$ cat config.mk
export PLATFORM = sky130hd
export DESIGN_NAME = chan_scan_seq
export DESIGN_NICKNAME = d
export VERILOG_FILES = /design/src/rtl/chan_scan_seq.sv
export SDC_FILE = /design/constraint.sdc
export NUM_CORES = 1
export LEC_CHECK = 0
export ABC_AREA = 1
export CORE_MARGIN = 2
export CORE_UTILIZATION = 31
export DETAILED_ROUTE_END_ITERATION = 16
export GPL_TIMING_DRIVEN = 0
export HOLD_SLACK_MARGIN = 0.08
export SLEW_MARGIN = 30
export SYNTH_ARGS = -nofsm -noshare
export SYNTH_HDL_FRONTEND = slang
export SYNTH_SLANG_ARGS = --single-unit
$ cat constraint.sdc
create_clock -name clk -period 3.8 [get_ports clk]
set_clock_uncertainty 0.15 [all_clocks]
set_input_delay 0.38 -clock clk [delete_from_list [all_inputs] [get_ports clk]]
set_output_delay 0.38 -clock clk [all_outputs]
set_load 0.02 [all_outputs]
$ cat src/rtl/chan_scan_seq.sv
// Round-robin scanner for a 4:1 mux: drives sel, dwells per enabled channel, captures mux_y per channel.
// Optional macro SCAN_FRAME_CNT_EN adds an 8-bit wrapping frame_cnt output.
module chan_scan_seq #(
    parameter int DWELL_W = 4
) (
    input  logic               clk,
    input  logic               rst_n,
    input  logic               start,
    input  logic               stop,
    input  logic [3:0]         ch_mask,
    input  logic [DWELL_W-1:0] dwell,
    input  logic               mux_y,
    output logic [1:0]         sel,
    output logic               busy,
    output logic               sample_valid,
    output logic [1:0]         sample_ch,
    output logic               sample_bit,
    output logic [3:0]         sample_vec,
    output logic               frame_done
`ifdef SCAN_FRAME_CNT_EN
    ,
    output logic [7:0]         frame_cnt
`endif
);

    typedef enum logic [1:0] {
        ST_IDLE    = 2'd0,
        ST_DWELL   = 2'd1,
        ST_CAPTURE = 2'd2
    } state_t;

    state_t             state_r, state_nxt_s;
    logic [1:0]         sel_r, sel_nxt_s;
    logic [3:0]         mask_r, mask_nxt_s;
    logic [DWELL_W-1:0] dw_r, dw_nxt_s;
    logic [DWELL_W-1:0] cnt_r, cnt_nxt_s;
    logic               stop_r, stop_nxt_s;
    logic               busy_r, busy_nxt_s;
    logic               sv_r, sv_nxt_s;
    logic [1:0]         sch_r, sch_nxt_s;
    logic               sbit_r, sbit_nxt_s;
    logic [3:0]         svec_r, svec_nxt_s;
    logic               fd_r, fd_nxt_s;
    logic [1:0]         next_ch_s;
    logic               wrap_s;
    logic               stop_eff_s;

    function automatic logic [1:0] lowest_ch(input logic [3:0] m);
        logic [1:0] r;
        casez (m)
            4'b???1: r = 2'd0;
            4'b??10: r = 2'd1;
            4'b?100: r = 2'd2;
            4'b1000: r = 2'd3;
            default: r = 2'd0;
        endcase
        return r;
    endfunction

    // Search forward from cur (exclusive) with wrap; finds cur itself when it is the only enabled channel.
    function automatic logic [1:0] next_ch(input logic [3:0] m, input logic [1:0] cur);
        logic [1:0] r;
        logic [1:0] idx;
        logic       found;
        r     = cur;
        found = 1'b0;
        for (int k = 1; k <= 4; k++) begin
            idx = cur + k[1:0];
            if (!found && m[idx]) begin
                r     = idx;
                found = 1'b1;
            end else begin
                r     = r;
            end
        end
        return r;
    endfunction

    assign next_ch_s  = next_ch(mask_r, sel_r);
    assign wrap_s     = (next_ch_s <= sel_r);
    assign stop_eff_s = stop_r | stop;

    // Next-state, shadow-register and capture logic
    always_comb begin
        state_nxt_s = state_r;
        sel_nxt_s   = sel_r;
        mask_nxt_s  = mask_r;
        dw_nxt_s    = dw_r;
        cnt_nxt_s   = cnt_r;
        stop_nxt_s  = stop_r;
        sv_nxt_s    = 1'b0;
        fd_nxt_s    = 1'b0;
        sch_nxt_s   = sch_r;
        sbit_nxt_s  = sbit_r;
        svec_nxt_s  = svec_r;
        case (state_r)
            ST_IDLE: begin
                if (start && !stop && (ch_mask != 4'b0000)) begin
                    state_nxt_s = ST_DWELL;
                    mask_nxt_s  = ch_mask;
                    dw_nxt_s    = dwell;
                    cnt_nxt_s   = dwell;
                    sel_nxt_s   = lowest_ch(ch_mask);
                end else begin
                    state_nxt_s = ST_IDLE;
                end
            end
            ST_DWELL: begin
                stop_nxt_s = stop_eff_s;
                if (cnt_r == DWELL_W'(0)) begin
                    state_nxt_s = ST_CAPTURE;
                end else begin
                    cnt_nxt_s = cnt_r - DWELL_W'(1);
                end
            end
            ST_CAPTURE: begin
                sv_nxt_s           = 1'b1;
                sch_nxt_s          = sel_r;
                sbit_nxt_s         = mux_y;
                svec_nxt_s[sel_r]  = mux_y;
                if (wrap_s) begin
                    fd_nxt_s   = 1'b1;
                    mask_nxt_s = ch_mask;
                    dw_nxt_s   = dwell;
                    stop_nxt_s = 1'b0;
                    if (stop_eff_s || (ch_mask == 4'b0000)) begin
                        state_nxt_s = ST_IDLE;
                    end else begin
                        state_nxt_s = ST_DWELL;
                        cnt_nxt_s   = dwell;
                        sel_nxt_s   = lowest_ch(ch_mask);
                    end
                end else begin
                    state_nxt_s = ST_DWELL;
                    stop_nxt_s  = stop_eff_s;
                    cnt_nxt_s   = dw_r;
                    sel_nxt_s   = next_ch_s;
                end
            end
            default: begin
                state_nxt_s = ST_IDLE;
                stop_nxt_s  = 1'b0;
            end
        endcase
        busy_nxt_s = (state_nxt_s != ST_IDLE);
    end

    // State and output registers
    always_ff @(posedge clk or negedge rst_n) begin
        if (!rst_n) begin
            state_r <= ST_IDLE;
            sel_r   <= 2'd0;
            mask_r  <= 4'b0000;
            dw_r    <= '0;
            cnt_r   <= '0;
            stop_r  <= 1'b0;
            busy_r  <= 1'b0;
            sv_r    <= 1'b0;
            sch_r   <= 2'd0;
            sbit_r  <= 1'b0;
            svec_r  <= 4'b0000;
            fd_r    <= 1'b0;
        end else begin
            state_r <= state_nxt_s;
            sel_r   <= sel_nxt_s;
            mask_r  <= mask_nxt_s;
            dw_r    <= dw_nxt_s;
            cnt_r   <= cnt_nxt_s;
            stop_r  <= stop_nxt_s;
            busy_r  <= busy_nxt_s;
            sv_r    <= sv_nxt_s;
            sch_r   <= sch_nxt_s;
            sbit_r  <= sbit_nxt_s;
            svec_r  <= svec_nxt_s;
            fd_r    <= fd_nxt_s;
        end
    end

    assign sel          = sel_r;
    assign busy         = busy_r;
    assign sample_valid = sv_r;
    assign sample_ch    = sch_r;
    assign sample_bit   = sbit_r;
    assign sample_vec   = svec_r;
    assign frame_done   = fd_r;

`ifdef SCAN_FRAME_CNT_EN
    logic [7:0] fcnt_r;

    // Frame counter, wraps naturally at 8 bits
    always_ff @(posedge clk or negedge rst_n) begin
        if (!rst_n) begin
            fcnt_r <= 8'd0;
        end else if (fd_nxt_s) begin
            fcnt_r <= fcnt_r + 8'd1;
        end else begin
            fcnt_r <= fcnt_r;
        end
    end

    assign frame_cnt = fcnt_r;
`endif

endmodule

==> key figures, run 1 <==
Pwr
  – Worst vdd ir: 0.000307 V
  – NetSw: 942 uW
  – Clock power share: 8.9%
  – Sw Ratio: 50.0%
  – Power share of the combinational group: 63.8%
  – Register share of total power: 27.2%
  – Leakage: 1.07 nW
  – Power per standard cell area: 901 nW/um^2
  – Internal Power: 944 uW

Synthesis
  – Post-synth ARST share: 100%
  – Yosys top cell by area: dfrtp_1
  – Mean Syn Cell Area: 7.70 um^2
  – Cells after Synth: 222
  – Syn. warnings: 0
  – Post-synth top cells: 80 x nand2_1, 27 x dfrtp_1, 24 x inv_1, 15 x nand3_1, 12 x ha_1
  – Netlist cell types: 28
  – Yosys reg bits: 27
  – Top-count cell post-synth: nand2_1
  – Ranking of synthesized cells by area: dfrtp_1 40%, nand2_1 18%, ha_1 8.8%, inv_1 5.3%, nand3_1 4.4%
  – Share of the synthesized area in the top cell type: 39.5%
  – Seq/Total Area, Yosys: 39.5%
  – Post-synth EDFFs: 0
  – Post-synth top flop: dfrtp_1
  – Mapped cell area: 1710 um^2
  – Mapped Nets: 247

STA
  – Max Freq: 0.316 GHz
  – Slew headroom: 59.4%
  – Final hold slack: 0.337 ns
  – Final min period: 3.16 ns
  – Final setup violation count: 0
  – Hold Violations, Final: 0
  – RSZ-0062 raised after global routing: false
  – Final worst-path cycle share: 83.2%
  – Slew Viols, Final: 0
  – Setup TNS: 0 ns
  – Worst Tran Pin Value: 0.609 ns

Finish
  – Reg area: 676 um^2
  – Nets: 277
  – Area delta synth->final: 22.3%
  – Fillers: 584
  – Footprint of the multi-input gates: 892 um^2
  – Share of cells above drive strength 1: 12.4%
  – Antenna Cells: 0

Place
  – DP HPWL: 2690 um
  – IO Port Bufs: 24
  – RePlAce Congestion: 0.817

Worst setup path
  – Family with the most delay on the worst path: simple AND/OR/NAND/NOR gates
  – Endpoint class of the critical path: flop
  – Worst-path cell chain: inv_4, ha_1, inv_1, nand3_2, nand2_2, inv_2, nand3_2, nand2_1, nand2_1, inv_1, ha_1, inv_1, o21bai_2, o21ai_4, nor2_8, inv_4, nand2_2, buf_6, nand2_1, o21ai_1
  – Slowest stage cell on the critical path: dfrtp_1
  – Crit-path max FO: 11
  – Crit path kind: reg2reg
  – Arrival time at the worst endpoint: 3.22 ns
  – CP startpoint kind: flop
  – Critical Path RT: 3.86 ns
  – Worst path bufs/invs: 7
  – Max stage delay on crit path: 0.65 ns

GRT
  – Number of global-route vias before repair: 1447
  – Gr usage total: 12.6%
  – Grt total ovfl: 0
  – First-pass GRT wire length: 6380 um
  – Initial antenna violation count: 0
  – Largest net degree at the start of global routing: 28

Flow run
  – Max cap viols: 0

CTS
  – Setup bufs post-CTS: 0
  – Clk sink count: 27
  – H-tree depth: 1
  – Clock slew at reported path FFs: 0.10 ns
  – Maximum root-to-sink buffer count: 2
  – CTS Root Cell: clkbuf_8
  – Worst skew pair latency: 0.27 ns
  – Post-cts hold buffer count: 1
  – Post_cts resized: 0
  – TritonCTS clock tree: built
  – CTS buffer count: 3

Floorplan
  – Die height: 78.3 um
  – Initial cell density of the core: 31.6%
  – Io pins: 25
  – Rows: 27
  – DIE WIDTH: 78.3 um
  – Area of the die: 6130 um^2
  – Core Region: 5410 um^2

Detailed routing
  – Avg Vias per Cell: 4.51
  – Remaining DRCs: 0
  – Post-Route WL: 3550 um
  – DRT iter0 DRCs: 56
  – Via count: 1457
  – Routed Antenna Nets: 0
  – Routed len/inst: 11.0 um
  – Pre-Repair DR Iteration Count: 4

Worst hold path
  – Hold Crit Class: reg2reg

Run status
  – Status: finished clean
[worst register-to-register path, stage by stage (launching register included)]
cell	delay [ns]
dfrtp_1	0.65
inv_4	0.13
ha_1	0.38
inv_1	0.11
nand3_2	0.10
nand2_2	0.08
inv_2	0.05
nand3_2	0.06
nand2_1	0.06
nand2_1	0.07
inv_1	0.04
ha_1	0.26
inv_1	0.07
o21bai_2	0.16
o21ai_4	0.12
nor2_8	0.17
inv_4	0.08
nand2_2	0.09
buf_6	0.14
nand2_1	0.06
o21ai_1	0.07
[sequential cells by signal (all words and copies together), names as in the netlist]
register and cells:
cnt_r 4, dw_r 4, mask_r 4, sample_vec 4
sample_ch 2, sel 2, state_r 2, busy 1
frame_done 1, sample_bit 1, sample_valid 1, stop_r 1
[placed cells by master (no fill, tap or decap), drive strengths merged]
cell           netlist  routed
nand2               86      86
inv                 29      29
dfrtp               27      27
clkdlybuf4s50        0      23
nand3               19      19
ha                  12      12
a21oi               11      11
o21ai               11      11
nor2                 9       9
a31oi                5       5
nand4                4       4
clkbuf               0       3
buf                  2       3
clkinv               2       3
o21bai               2       2
or2                  1       1
o31ai                1       1
o211ai               1       1
dlygate4sd3          0       1
[metal layers]
metal / track usage (%) / routed length [um] / vias to the layer above
met4: 3.16 / 14 / 0
met5: 0 / 0 / -
met3: 1.38 / 73 / 2
li1: - / - / 764
met2: 21.6 / 1640 / 20
met1: 17.0 / 1820 / 671
[cell families after synthesis]
group | share of synthesized area (%)
adder cells (fa/ha/maj) | 8.78
AND/OR/NAND/NOR | 31.4
AO/OA/AOI/OAI | 12.0
buffers and inverters | 8.34
flip-flops | 39.5
[worst paths after layout]
kind	start	to	slack, ns	depth (start not counted)
setup / recovery	sel[0]$_DFFE_PN0P_	mask_r[2]$_DFFE_PN0P_	0.64	20
hold reg to reg	dw_r[1]$_DFFE_PN0P_	dw_r[1]$_DFFE_PN0P_	0.34	2
max in group asynchronous	rst_n	frame_done$_DFF_PN0_	2.61	2
setup reg to reg	sel[0]$_DFFE_PN0P_	mask_r[2]$_DFFE_PN0P_	0.64	20
min in group asynchronous	rst_n	cnt_r[1]$_DFFE_PN0P_	0.49	2
hold / removal	dw_r[1]$_DFFE_PN0P_	dw_r[1]$_DFFE_PN0P_	0.34	2
[cell type report]
cell class / instances / area share (%)
plain buffers: 2 / 0.778
clock buffers: 3 / 1.97
clock inverters: 1 / 0.239
inverters: 31 / 6.04
multi-input cells: 162 / 42.6
flip-flops and latches: 27 / 32.3
well taps: 72 / 4.31
repair buffers: 25 / 11.7
[power by group through the flow]
stage	Sequential (mW)	Clock [mW]	Combinational (mW)
3_5_place_dp	0.520	0	1.22
6_report	0.514	0.168	1.20
5_1_grt	0.539	0.184	1.38
2_1_floorplan	0.563	0	0.872
4_1_cts	0.515	0.177	1.22
3_3_place_gp	0.519	0	1.19
[metrics by stage]
step | area (um^2) | total power [mW] | setup WS (ns) | instances | utilization, %
5_1_grt | 2090 | 2.11 | 0.232 | 323 | 38.7
3_5_place_dp | 2040 | 1.74 | 0.633 | 318 | 37.7
3_3_place_gp | 2040 | 1.71 | 0.676 | 318 | 37.8
4_1_cts | 2090 | 1.91 | 0.597 | 323 | 38.7
6_report | 2090 | 1.89 | 0.639 | 323 | 38.7
2_1_floorplan | 1710 | 1.44 | 0.913 | 222 | -
No activity file was read; power rests on OpenSTA's default activity.
==> inputs of run 2 (changes only) <==
==> constraint.sdc (replaced) <==
create_clock -name clk -period 3.2 [get_ports clk]
set_clock_uncertainty 0.15 [all_clocks]
set_input_delay 0.32 -clock clk [delete_from_list [all_inputs] [get_ports clk]]
set_output_delay 0.32 -clock clk [all_outputs]
set_load 0.02 [all_outputs]
==> key figures, run 2 (synthesis gave the netlist of run 1 again) <==
Worst setup path
  – Crit path kind: reg2reg
  – Max stage delay on crit path: 0.47 ns (-0.18 ns)
  – Slowest stage cell on the critical path: dfrtp_2
  – CP startpoint kind: flop
  – Worst Setup SP: sel[1]$_DFFE_PN0P_
  – Critical Path RT: 3.25 ns (-0.61 ns)
  – FF-to-FF Start: sel[1]$_DFFE_PN0P_
  – Endpoint class of the critical path: flop
  – Worst-path cell chain: inv_2, ha_1, inv_1, nand3_2, nand2_2, inv_2, nand3_2, nand2_1, nand2_1, inv_1, ha_1, inv_1, o21bai_2, o21ai_4, nor2_8, inv_4, nand2_2, buf_6, nand2_1, o21ai_1
  – Crit-path max FO: 10 (-1)
  – Arrival time at the worst endpoint: 2.95 ns (-0.27 ns)

Floorplan
  – Core Region: 5410 um^2 (unchanged)
  – Die height: 78.3 um (unchanged)
  – Initial cell density of the core: 31.6% (unchanged)
  – DIE WIDTH: 78.3 um (unchanged)
  – Io pins: 25 (unchanged)
  – Rows: 27 (unchanged)
  – Area of the die: 6130 um^2 (unchanged)

STA
  – Final worst-path cycle share: 90.6% (+7.4 points)
  – Slew headroom: 59.4% (about the same)
  – RSZ-0062 raised after global routing: false
  – Slew Viols, Final: 0 (unchanged)
  – Final setup violation count: 0 (unchanged)
  – Hold Violations, Final: 0 (unchanged)
  – Worst Tran Pin Value: 0.609 ns (-0.000372 ns)
  – Setup TNS: 0 ns (unchanged)
  – Max Freq: 0.345 GHz (+9.1%)
  – Final min period: 2.90 ns (-0.263 ns)

GRT
  – Grt total ovfl: 0 (unchanged)
  – First-pass GRT wire length: 6380 um (unchanged)
  – Number of global-route vias before repair: 1447 (unchanged)
  – Largest net degree at the start of global routing: 28 (unchanged)
  – Gr usage total: 12.6% (unchanged)
  – Initial antenna violation count: 0 (unchanged)

CTS
  – Clock slew at reported path FFs: 0.10 ns (about the same)
  – Clk sink count: 27 (unchanged)
  – CTS buffer count: 3 (unchanged)
  – TritonCTS clock tree: built
  – H-tree depth: 1 (unchanged)
  – Worst skew pair latency: 0.27 ns (about the same)
  – Maximum root-to-sink buffer count: 2 (unchanged)
  – CTS Root Cell: clkbuf_8

Finish
  – Nets: 279 (+0.72%)
  – Final instance area: 2110 um^2 (+1.0%)
  – Antenna Cells: 0 (unchanged)
  – Share of cells above drive strength 1: 14.6% (+2.3 points)
  – Finished Layout Cells: 325 (+0.62%)
  – Layout Utilization: 39.1% (+0.39 points)
  – Footprint of the multi-input gates: 896 um^2 (+0.42%)
  – Most frequent cells in the layout: 80 x nand2_1, 25 x dfrtp_1, 23 x inv_1, 23 x clkdlybuf4s50_1, 15 x nand3_1
  – Fillers: 581 (-0.51%)
  – Reg area: 678 um^2 (+0.37%)
  – Commonest non-fill, non-tap cell in the layout: nand2_1
  – Area delta synth->final: 23.6%

Detailed routing
  – Avg Vias per Cell: 4.50 (-0.21%)
  – Routed Antenna Nets: 0 (unchanged)
  – Routed len/inst: 11.0 um (about the same)
  – Post-Route WL: 3570 um (+0.65%)
  – Pre-Repair DR Iteration Count: 4 (unchanged)
  – Remaining DRCs: 0 (unchanged)
  – Via count: 1463 (+0.41%)
  – DRT iter0 DRCs: 53 (-5.4%)

Flow run
  – Max cap viols: 0 (unchanged)

Worst hold path
  – Hold path start: dw_r[1]$_DFFE_PN0P_
  – Hold Crit Class: reg2reg

Run status
  – Status: finished clean

Pwr
  – Power per standard cell area: 1080 nW/um^2 (+20%)
  – Leakage: 1.07 nW (+0.73%)
  – Worst vdd ir: 0.000366 V (+19%)

Place
  – DP HPWL: 2690 um (unchanged)
  – IO Port Bufs: 24 (unchanged)
  – Placed insts: 318 (unchanged)
  – Post-placement cell area: 2040 um^2 (unchanged)
  – RePlAce Congestion: 0.817 (unchanged)
-- run 2: path summary, 6_finish.rpt --
check                                         to  depth (start not counted)  slack, ns
setup / recovery           mask_r[2]$_DFFE_PN0P_                         20       0.30
hold / removal               dw_r[1]$_DFFE_PN0P_                          2       0.34
setup reg to reg           mask_r[2]$_DFFE_PN0P_                         20       0.30
hold reg to reg              dw_r[1]$_DFFE_PN0P_                          2       0.34
max in group asynchronous     sel[1]$_DFFE_PN0P_                          2       2.04
min in group asynchronous   cnt_r[1]$_DFFE_PN0P_                          2       0.43
-- run 2: critical path, delay by kind of cell, from the launching register on --
family / cells / cell delay (ns)
simple gates: 8 / 0.68
fa+ha+maj: 2 / 0.60
buf+inv: 7 / 0.58
flops: 1 / 0.47
compound gates: 3 / 0.35
-- run 2: what timing repair did --
action	in CTS	in global routing
hold buffers	1	0
gates cloned	0	0
buffers inserted	0	2
resized for setup	1	3
setup endpoints to repair	1	14
endpoints found under the hold margin	27	0
-- run 2: report_power, final --
group	total [mW]	leakage (nW)	switching, mW	internal [mW]
clock	0.199	0.0255	0.111	0.0873
sequential	0.597	0.328	0.105	0.492
combinational	1.48	0.720	0.921	0.563
-- run 2: cell type report --
| class | instances | share of cell area, % |
|---|---|---|
| sequential | 27 | 32.1 |
| multi-input combinational | 162 | 42.4 |
| timing repair buffer | 27 | 12.3 |
| clock inverter | 1 | 0.237 |
| clock buffer | 3 | 1.95 |
| tap | 72 | 4.26 |
| inverter | 31 | 5.98 |
| buffer | 2 | 0.770 |
-- run 2: metrics by stage --
stage / power, mW / hold WS, ns / worst slack (ns)
CTS: 2.27 / 0.339 / 0.105
global route: 2.54 / 0.373 / 0.0400
floorplan: 1.70 / -0.126 / 0.313
finish: 2.28 / 0.337 / 0.302
global placement: 2.03 / 0.310 / 0.0757
detailed placement: 2.06 / 0.223 / 0.0326
-- run 2: metal layers --
layer	global-route usage [%]	routed length, um	up-vias
li1	-	-	768
met3	1.38	73	2
met2	21.6	1670	20
met1	17.0	1810	673
met4	3.16	14	0
met5	0	0	-
